[src/rtl/pipe_hazard_seq_pkg.sv]
// Shared types for the pipeline sequencing controller: FSM state encoding and the
// decoder opcode constants the surrounding core already uses.
package pipe_hazard_seq_pkg;

    localparam int REG_W = 5;

    typedef enum logic [1:0] {
        ST_IDLE     = 2'd0,
        ST_RUN      = 2'd1,
        ST_MEM_WAIT = 2'd2,
        ST_ERR      = 2'd3
    } seq_state_e;

    localparam logic [5:0] OP_LW  = 6'h23;
    localparam logic [5:0] OP_SW  = 6'h2b;
    localparam logic [5:0] OP_BEQ = 6'h04;
    localparam logic [5:0] OP_J   = 6'h02;

endpackage

[src/rtl/pipe_hazard_seq_if.sv]
// Hazard/sequencing bundle between the ID-stage datapath (master) and the sequencer (slave).
// Pure wires, no latency; the memory side is a level req/ack handshake.
interface pipe_hazard_seq_if #(
    parameter int CNT_W = 16
);
    logic             start_i;
    logic [4:0]       IF_ID_Rs_i;
    logic [4:0]       IF_ID_Rt_i;
    logic [4:0]       ID_EX_Rt_i;
    logic             ID_EX_MemRead_i;
    logic             branch_taken_i;
    logic             jump_i;
    logic             mem_req_i;
    logic             mem_ack_i;
    logic             pc_write_o;
    logic             if_id_write_o;
    logic             if_id_flush_o;
    logic             id_ex_bubble_o;
    logic             pipe_hold_o;
    logic             mem_strobe_o;
    logic             err_o;
    logic [CNT_W-1:0] stall_cnt_o;

    modport master (
        output start_i, IF_ID_Rs_i, IF_ID_Rt_i, ID_EX_Rt_i, ID_EX_MemRead_i,
               branch_taken_i, jump_i, mem_req_i, mem_ack_i,
        input  pc_write_o, if_id_write_o, if_id_flush_o, id_ex_bubble_o,
               pipe_hold_o, mem_strobe_o, err_o, stall_cnt_o
    );

    modport slave (
        input  start_i, IF_ID_Rs_i, IF_ID_Rt_i, ID_EX_Rt_i, ID_EX_MemRead_i,
               branch_taken_i, jump_i, mem_req_i, mem_ack_i,
        output pc_write_o, if_id_write_o, if_id_flush_o, id_ex_bubble_o,
               pipe_hold_o, mem_strobe_o, err_o, stall_cnt_o
    );
endinterface

[src/rtl/pipe_hazard_seq_hazard_detect.sv]
// Load-use compare: a lw in EX whose destination feeds either source of the ID instruction.
// Purely combinational, no backpressure.
module hazard_detect
    import pipe_hazard_seq_pkg::*;
(
    input  logic             id_ex_memread_i,
    input  logic [REG_W-1:0] id_ex_rt_i,
    input  logic [REG_W-1:0] if_id_rs_i,
    input  logic [REG_W-1:0] if_id_rt_i,
    output logic             load_use_o
);
    // $zero is never a real dependency even when a lw targets it.
    assign load_use_o = id_ex_memread_i && (id_ex_rt_i != '0) &&
                        ((id_ex_rt_i == if_id_rs_i) || (id_ex_rt_i == if_id_rt_i));
endmodule

[src/rtl/pipe_hazard_seq.sv]
// Pipeline sequencer: start-up hold, load-use stall, branch/jump flush, multi-cycle memory wait.
// Controls are combinational from state and inputs; a memory miss freezes the pipe until ack or timeout.
module pipe_hazard_seq
    import pipe_hazard_seq_pkg::*;
#(
    parameter int MEM_TIMEOUT = 64,
    parameter int TO_W        = 7,
    parameter int CNT_W       = 16
) (
    input  logic               clk_i,
    input  logic               rst_i,
    pipe_hazard_seq_if.slave   bus
);
    seq_state_e       state_q, state_d;
    logic [TO_W-1:0]  wait_q;
    logic [CNT_W-1:0] stall_q;
    logic             err_q;
    logic             load_use;
    logic             mem_miss;

    logic pc_write, if_id_write, if_id_flush, id_ex_bubble, pipe_hold, mem_strobe;

    hazard_detect u_hazard_detect (
        .id_ex_memread_i (bus.ID_EX_MemRead_i),
        .id_ex_rt_i      (bus.ID_EX_Rt_i),
        .if_id_rs_i      (bus.IF_ID_Rs_i),
        .if_id_rt_i      (bus.IF_ID_Rt_i),
        .load_use_o      (load_use)
    );

    assign mem_miss = bus.mem_req_i && !bus.mem_ack_i;

    always_ff @(posedge clk_i or negedge rst_i) begin
        if (!rst_i) state_q <= ST_IDLE;
        else        state_q <= state_d;
    end

    always_comb begin
        state_d = state_q;
        case (state_q)
            ST_IDLE:     if (bus.start_i) state_d = ST_RUN;
            ST_RUN:      if (mem_miss) state_d = ST_MEM_WAIT;
            ST_MEM_WAIT: begin
                if (bus.mem_ack_i)                            state_d = ST_RUN;
                else if (wait_q == TO_W'(MEM_TIMEOUT - 1))    state_d = ST_ERR;
            end
            ST_ERR:      state_d = ST_ERR;
            default:     state_d = ST_IDLE;
        endcase
    end

    // Default is a full freeze; only RUN and an acknowledged MEM_WAIT let the pipe move.
    always_comb begin
        pc_write     = 1'b0;
        if_id_write  = 1'b0;
        if_id_flush  = 1'b0;
        id_ex_bubble = 1'b0;
        pipe_hold    = 1'b1;
        mem_strobe   = 1'b0;
        case (state_q)
            ST_RUN: begin
                mem_strobe = bus.mem_req_i;
                if (!mem_miss) begin
                    pipe_hold    = 1'b0;
                    pc_write     = !load_use;
                    if_id_write  = !load_use;
                    id_ex_bubble = load_use;
                    if_id_flush  = (bus.branch_taken_i || bus.jump_i) && !load_use;
                end
            end
            ST_MEM_WAIT: begin
                mem_strobe = 1'b1;
                if (bus.mem_ack_i) begin
                    pc_write    = 1'b1;
                    if_id_write = 1'b1;
                    pipe_hold   = 1'b0;
                end
            end
            default: ;
        endcase
    end

    always_ff @(posedge clk_i or negedge rst_i) begin
        if (!rst_i) begin
            wait_q  <= '0;
            stall_q <= '0;
            err_q   <= 1'b0;
        end else begin
            if (state_q == ST_MEM_WAIT && !bus.mem_ack_i) wait_q <= wait_q + 1'b1;
            else                                          wait_q <= '0;
            if ((state_q == ST_RUN || state_q == ST_MEM_WAIT) && !pc_write && stall_q != '1)
                stall_q <= stall_q + 1'b1;
            if (state_d == ST_ERR) err_q <= 1'b1;
        end
    end

    assign bus.pc_write_o     = pc_write;
    assign bus.if_id_write_o  = if_id_write;
    assign bus.if_id_flush_o  = if_id_flush;
    assign bus.id_ex_bubble_o = id_ex_bubble;
    assign bus.pipe_hold_o    = pipe_hold;
    assign bus.mem_strobe_o   = mem_strobe;
    assign bus.err_o          = err_q;
    assign bus.stall_cnt_o    = stall_q;

endmodule

[src/flat_wrapper.sv]
// flat-port wrapper written by rule: the top's interface ports become plain ports
module pipe_hazard_seq_flat import pipe_hazard_seq_pkg::*;
#(
    parameter int MEM_TIMEOUT = 64,
    parameter int TO_W        = 7,
    parameter int CNT_W       = 16
)
  (clk_i, rst_i, bus_start_i, bus_IF_ID_Rs_i, bus_IF_ID_Rt_i, bus_ID_EX_Rt_i, bus_ID_EX_MemRead_i, bus_branch_taken_i, bus_jump_i, bus_mem_req_i, bus_mem_ack_i, bus_pc_write_o, bus_if_id_write_o, bus_if_id_flush_o, bus_id_ex_bubble_o, bus_pipe_hold_o, bus_mem_strobe_o, bus_err_o, bus_stall_cnt_o);
  pipe_hazard_seq_if #(.CNT_W(CNT_W)) bus_i ();
  input  logic clk_i;
  input  logic rst_i;
  input wire logic [$bits(bus_i.start_i)-1:0] bus_start_i;
  input wire logic [$bits(bus_i.IF_ID_Rs_i)-1:0] bus_IF_ID_Rs_i;
  input wire logic [$bits(bus_i.IF_ID_Rt_i)-1:0] bus_IF_ID_Rt_i;
  input wire logic [$bits(bus_i.ID_EX_Rt_i)-1:0] bus_ID_EX_Rt_i;
  input wire logic [$bits(bus_i.ID_EX_MemRead_i)-1:0] bus_ID_EX_MemRead_i;
  input wire logic [$bits(bus_i.branch_taken_i)-1:0] bus_branch_taken_i;
  input wire logic [$bits(bus_i.jump_i)-1:0] bus_jump_i;
  input wire logic [$bits(bus_i.mem_req_i)-1:0] bus_mem_req_i;
  input wire logic [$bits(bus_i.mem_ack_i)-1:0] bus_mem_ack_i;
  output wire logic [$bits(bus_i.pc_write_o)-1:0] bus_pc_write_o;
  output wire logic [$bits(bus_i.if_id_write_o)-1:0] bus_if_id_write_o;
  output wire logic [$bits(bus_i.if_id_flush_o)-1:0] bus_if_id_flush_o;
  output wire logic [$bits(bus_i.id_ex_bubble_o)-1:0] bus_id_ex_bubble_o;
  output wire logic [$bits(bus_i.pipe_hold_o)-1:0] bus_pipe_hold_o;
  output wire logic [$bits(bus_i.mem_strobe_o)-1:0] bus_mem_strobe_o;
  output wire logic [$bits(bus_i.err_o)-1:0] bus_err_o;
  output wire logic [$bits(bus_i.stall_cnt_o)-1:0] bus_stall_cnt_o;
  assign bus_i.start_i = bus_start_i;
  assign bus_i.IF_ID_Rs_i = bus_IF_ID_Rs_i;
  assign bus_i.IF_ID_Rt_i = bus_IF_ID_Rt_i;
  assign bus_i.ID_EX_Rt_i = bus_ID_EX_Rt_i;
  assign bus_i.ID_EX_MemRead_i = bus_ID_EX_MemRead_i;
  assign bus_i.branch_taken_i = bus_branch_taken_i;
  assign bus_i.jump_i = bus_jump_i;
  assign bus_i.mem_req_i = bus_mem_req_i;
  assign bus_i.mem_ack_i = bus_mem_ack_i;
  assign bus_pc_write_o = bus_i.pc_write_o;
  assign bus_if_id_write_o = bus_i.if_id_write_o;
  assign bus_if_id_flush_o = bus_i.if_id_flush_o;
  assign bus_id_ex_bubble_o = bus_i.id_ex_bubble_o;
  assign bus_pipe_hold_o = bus_i.pipe_hold_o;
  assign bus_mem_strobe_o = bus_i.mem_strobe_o;
  assign bus_err_o = bus_i.err_o;
  assign bus_stall_cnt_o = bus_i.stall_cnt_o;
  pipe_hazard_seq #(.MEM_TIMEOUT(MEM_TIMEOUT), .TO_W(TO_W), .CNT_W(CNT_W)) u_core (.clk_i(clk_i), .rst_i(rst_i), .bus(bus_i));
endmodule
[config.mk]
export PLATFORM = sky130hd
export DESIGN_NAME = pipe_hazard_seq_flat
export DESIGN_NICKNAME = d
export VERILOG_FILES = /design/src/rtl/pipe_hazard_seq_pkg.sv /design/src/rtl/pipe_hazard_seq_if.sv /design/src/rtl/pipe_hazard_seq_hazard_detect.sv /design/src/rtl/pipe_hazard_seq.sv /design/src/flat_wrapper.sv
export SDC_FILE = /design/constraint.sdc
export NUM_CORES = 1
export LEC_CHECK = 0
export ABC_CLOCK_PERIOD_IN_PS = 5100
export BUFFER_PORTS_ARGS = -buffer_cell sky130_fd_sc_hd__buf_2
export CAP_MARGIN = 20
export CORE_MARGIN = 2
export CORE_UTILIZATION = 57
export CTS_BUF_LIST = sky130_fd_sc_hd__clkbuf_8
export DETAILED_ROUTE_END_ITERATION = 10
export GPL_ROUTABILITY_DRIVEN = 1
export GPL_TIMING_DRIVEN = 0
export PLACE_DENSITY_LB_ADDON = 0.1
export SLEW_MARGIN = 15
export SYNTH_ARGS = -nofsm -noshare
export SYNTH_HDL_FRONTEND = slang
export SYNTH_SLANG_ARGS = --single-unit
[constraint.sdc]
create_clock -name clk_i -period 5.1 [get_ports clk_i]
set_clock_uncertainty 0.2 [all_clocks]
set_input_delay 0.51 -clock clk_i [delete_from_list [all_inputs] [get_ports clk_i]]
set_output_delay 0.51 -clock clk_i [all_outputs]
set_load 0.005 [all_outputs]
==> metrics.md <==
| Metric | Value |
|---|---|
| Starting density of the core | `60.5%` |
| Routed len/inst | `between 10 and 15 um` |
| Num ports | `46` |
| Worst Path Required | `between 4 and 5 ns` |
| Netlist Area Pre-Place | `roughly 0.0015 mm^2` |
| WL final | `3180 um` |
| PwrDens | `424 mW/mm^2` |
| First-pass GRT wire length | `around 5600 um` |
| Placer Congestion | `between 0.8 and 0.9` |
| Leak | `~0.92 nW` |
| DP HPWL | `between 2000 and 2500 um` |
| Total negative slack | `0 ns` |
| DRC | `0` |
| Max-slew headroom | `between 60% and 70%` |
| Sequential area share after synthesis | `between 40 and 50%` |
| Total Die Area | `around 0.0031 mm^2` |
| Largest cells by area after synthesis | `dfrtp_1, xor2_1, xnor2_1, ha_1, nor2_1` |
| Largest family of logic cells by synthesized area | `simple AND/OR/NAND/NOR gates` |
| Synth warnings | `0` |
| Post-CTS Setup Inserts | `0` |
| Max_cap viols | `0` |
| Via density per instance | `between 5 and 6` |
| Endpoints failing setup | `0` |
| GR Overflow Total | `0` |
| Clock sinks | `26` |
| Flops & latches, synth | `26` |
| Post-synthesis xor/xnor area fraction | `~17%` |
| Top cell type's share of synthesized area | `between 40% and 50%` |
| Diode count | `0` |
| Clk slew on worst S/H paths | `0.09 ns` |
| Largest net degree at the start of global routing | `27` |
| Fin. max-slew vios | `0` |
| Tmin final | `3.03 ns` |
| First DRT Iteration DRCs | `47` |
| EDFF count, synth | `0` |
| Chip width | `~55 um` |
| Crit path DAT | `approximately 2.3 ns` |
| Place WS | `about 2.1 ns` |
| Synth Net Count | `183` |
| Vias | `between 1000 and 1500` |
| Post_cts resized | `0` |
| Nets | `approximately 230` |
| H-Tree Depth | `1` |
| Worst reg2reg path depth | `8` |
| Max clock buf depth | `2` |
| Final worst path period share | `59.4%` |
| Peak supply drop | `~350 uV` |
| TritonCTS clock tree | `yes` |
| Vias in the first global route | `1261` |
| Area leader, netlist | `dfrtp_1` |
| Syn_area_per_cell | `roughly 10 um^2` |
| Total track usage | `~22%` |
| Layout cells sized above 1 | `27.6%` |
| Setup WS post-layout | `slightly above 2 ns` |
| PortBufs | `45` |
| Simple-Gate Fraction of Synth Area | `about a quarter` |
| Worst path cell trace | `buf_2 > or4_1 > o21ai_1 > inv_1 > a21oi_4 > buf_4 > a21oi_1 > nor2b_1 > buf_4 > buf_2` |
| DR pass1 iterations | `4` |
| Layout area overhead | `21.2%` |
| CP max stage delay | `between 0.5 and 0.6 ns` |
| Core Area | `between 0.002 and 0.0025 mm^2` |
| Max Fclk | `~0.33 GHz` |
| Die Y | `~55 um` |
| Crit end category | `output pin` |
| Hold Buf Count CTS | `0` |
| Compound-cell area share of the yosys netlist | `approximately 7.4%` |
| Crit start category | `input port` |
| Antenna viol nets, final | `0` |
| Least-Margin Pin Slew | `around 0.56 ns` |
| Mux share of post-synthesis cell area | `1.00%` |
| Crit Path Class | `in2out` |
| Yosys cell types | `34` |
| Async SR Flop Fraction | `100%` |
| Post-Synthesis Cells | `approximately 150` |
| Hold/Removal Path Class | `in2async` |
| CP Max Fanout | `10` |
| Outcome | `finished, final reports clean` |
| Root Buffer | `clkbuf_8` |
| RSZ-0062 raised after global routing | `no` |
| Area share of fa/ha/maj cells after synthesis | `under 10%` |
| Dominant synthesized flop cell | `dfrtp_1` |
| Num CTS Buffers | `3` |
| # rows | `18` |
| Final hold vios | `0` |
| Clk_lat worst skew | `roughly 0.27 ns` |
| Filler instances | `184` |
| Crit path max-delay cell type | `or4_1` |
| Initial antenna violation count | `0` |
[synth_stat cells (all sizes together) (2+ instances only)]
| master | instances |
|---|---|
| a21oi | 4 |
| buf | 3 |
| dfrtp | 26 |
| ha | 6 |
| inv | 5 |
| nand2 | 12 |
| nand2b | 2 |
| nand3 | 8 |
| nand4 | 6 |
| nor2 | 14 |
| nor2b | 3 |
| nor3 | 8 |
| nor3b | 2 |
| nor4 | 3 |
| nor4b | 2 |
| nor4bb | 2 |
| o21ai | 5 |
| or3 | 3 |
| xnor2 | 12 |
| xor2 | 17 |
[final timing paths]
kind                       slack (ns)              start                        end
min                              0.02              rst_i  u_core.bus.stall_cnt_o[2]
min in group clk_i               0.27   u_core.wait_q[0]           u_core.wait_q[0]
max                              2.07  bus_ID_EX_Rt_i[0]             bus_pc_write_o
max in group asynchronous        4.31              rst_i  u_core.bus.stall_cnt_o[6]
max reg2reg                      2.93  u_core.state_q[0]  u_core.bus.stall_cnt_o[5]
min reg2reg                      0.27   u_core.wait_q[0]           u_core.wait_q[0]
[layer usage]
metal / vias up / part of all wire (%) / track usage [%]
met3: 5 / 6.7 / 3.98
met5: - / 0 / 0
met4: 0 / 0.94 / 5.57
met2: 53 / 47 / 38.8
li1: 634 / - / -
met1: 590 / 45 / 28.8
[where the power goes]
group / internal (mW) / leakage (nW) / switching, mW / total [mW]
Sequential: 0.243 / 0.347 / 0.0421 / 0.285
Combinational: 0.160 / 0.540 / 0.194 / 0.354
Clock: 0.0690 / 0.0288 / 0.0629 / 0.132
Total: 0.472 / 0.916 / 0.299 / 0.771
[cell usage in the layout, fill, tap and decap left out, types with 2 or more instances in the layout]
master    Yosys  final
nor4b_1       2      2
buf_2         1     46
nor2b_1       3      3
nand2b_1      2      2
xor2_1       17     17
nor4bb_1      2      2
ha_1          6      6
nor3b_1       2      2
nor3_1        8      8
a21oi_1       3      3
xnor2_1      12     12
inv_1         5      5
nor4_1        3      3
nor2_1       14     14
o21ai_0       4      4
clkbuf_8      0      4
nand3_1       8      8
nand2_1      12     12
or3_1         3      3
dfrtp_1      26     26
nand4_1       6      6
buf_4         2      2
[registers in the layout, indices dropped and copies added, names as in the netlist]
| register | flops |
|---|---|
| u_core.bus.stall_cnt_o | 16 |
| u_core.wait_q | 7 |
| u_core.state_q | 2 |
| u_core.bus.err_o | 1 |
[cells by family (layout without fill, tap and decap cells)]
kind of cell / count (synthesis) / count (layout)
AO/OA/AOI/OAI: 16 / 16
multiplexers: 1 / 1
AND/OR/NAND/NOR: 67 / 67
XOR/XNOR: 29 / 29
flip-flops: 26 / 26
adder cells (fa/ha/maj): 6 / 6
buffers and inverters: 9 / 58
[final cells by class]
type	instances	area (um^2)	share of cell area (%)
clock buffers	4	55.1	3.03
multi-input cells	119	806	44.4
flip-flops and latches	26	651	35.8
plain buffers	4	23.8	1.31
repair buffers	45	225	12.4
inverters	5	18.8	1.03
well taps	30	37.5	2.07
[stage by stage]
| stage | instance area (um^2) | power [mW] | utilization [%] | hold WS (ns) | std cells |
|---|---|---|---|---|---|
| global route | 1820 | 0.832 | 73.3 | 0.0675 | 233 |
| CTS | 1820 | 0.771 | 73.3 | 0.0450 | 233 |
| finish | 1820 | 0.771 | 73.3 | 0.0173 | 233 |
| detailed placement | 1760 | 0.641 | 71.1 | 0.257 | 229 |
| global placement | 1760 | 0.623 | 71.1 | 0.233 | 229 |
| floorplan | 1500 | 0.520 | - | 0.0144 | 154 |
[worst max-delay path: cells and delay by family]
family	cells	cell delay, ns
buffers and inverters	5	0.68
AO/OA/AOI/OAI	3	0.44
AND/OR/NAND/NOR	2	0.70
(Power assumes the default switching activity.)
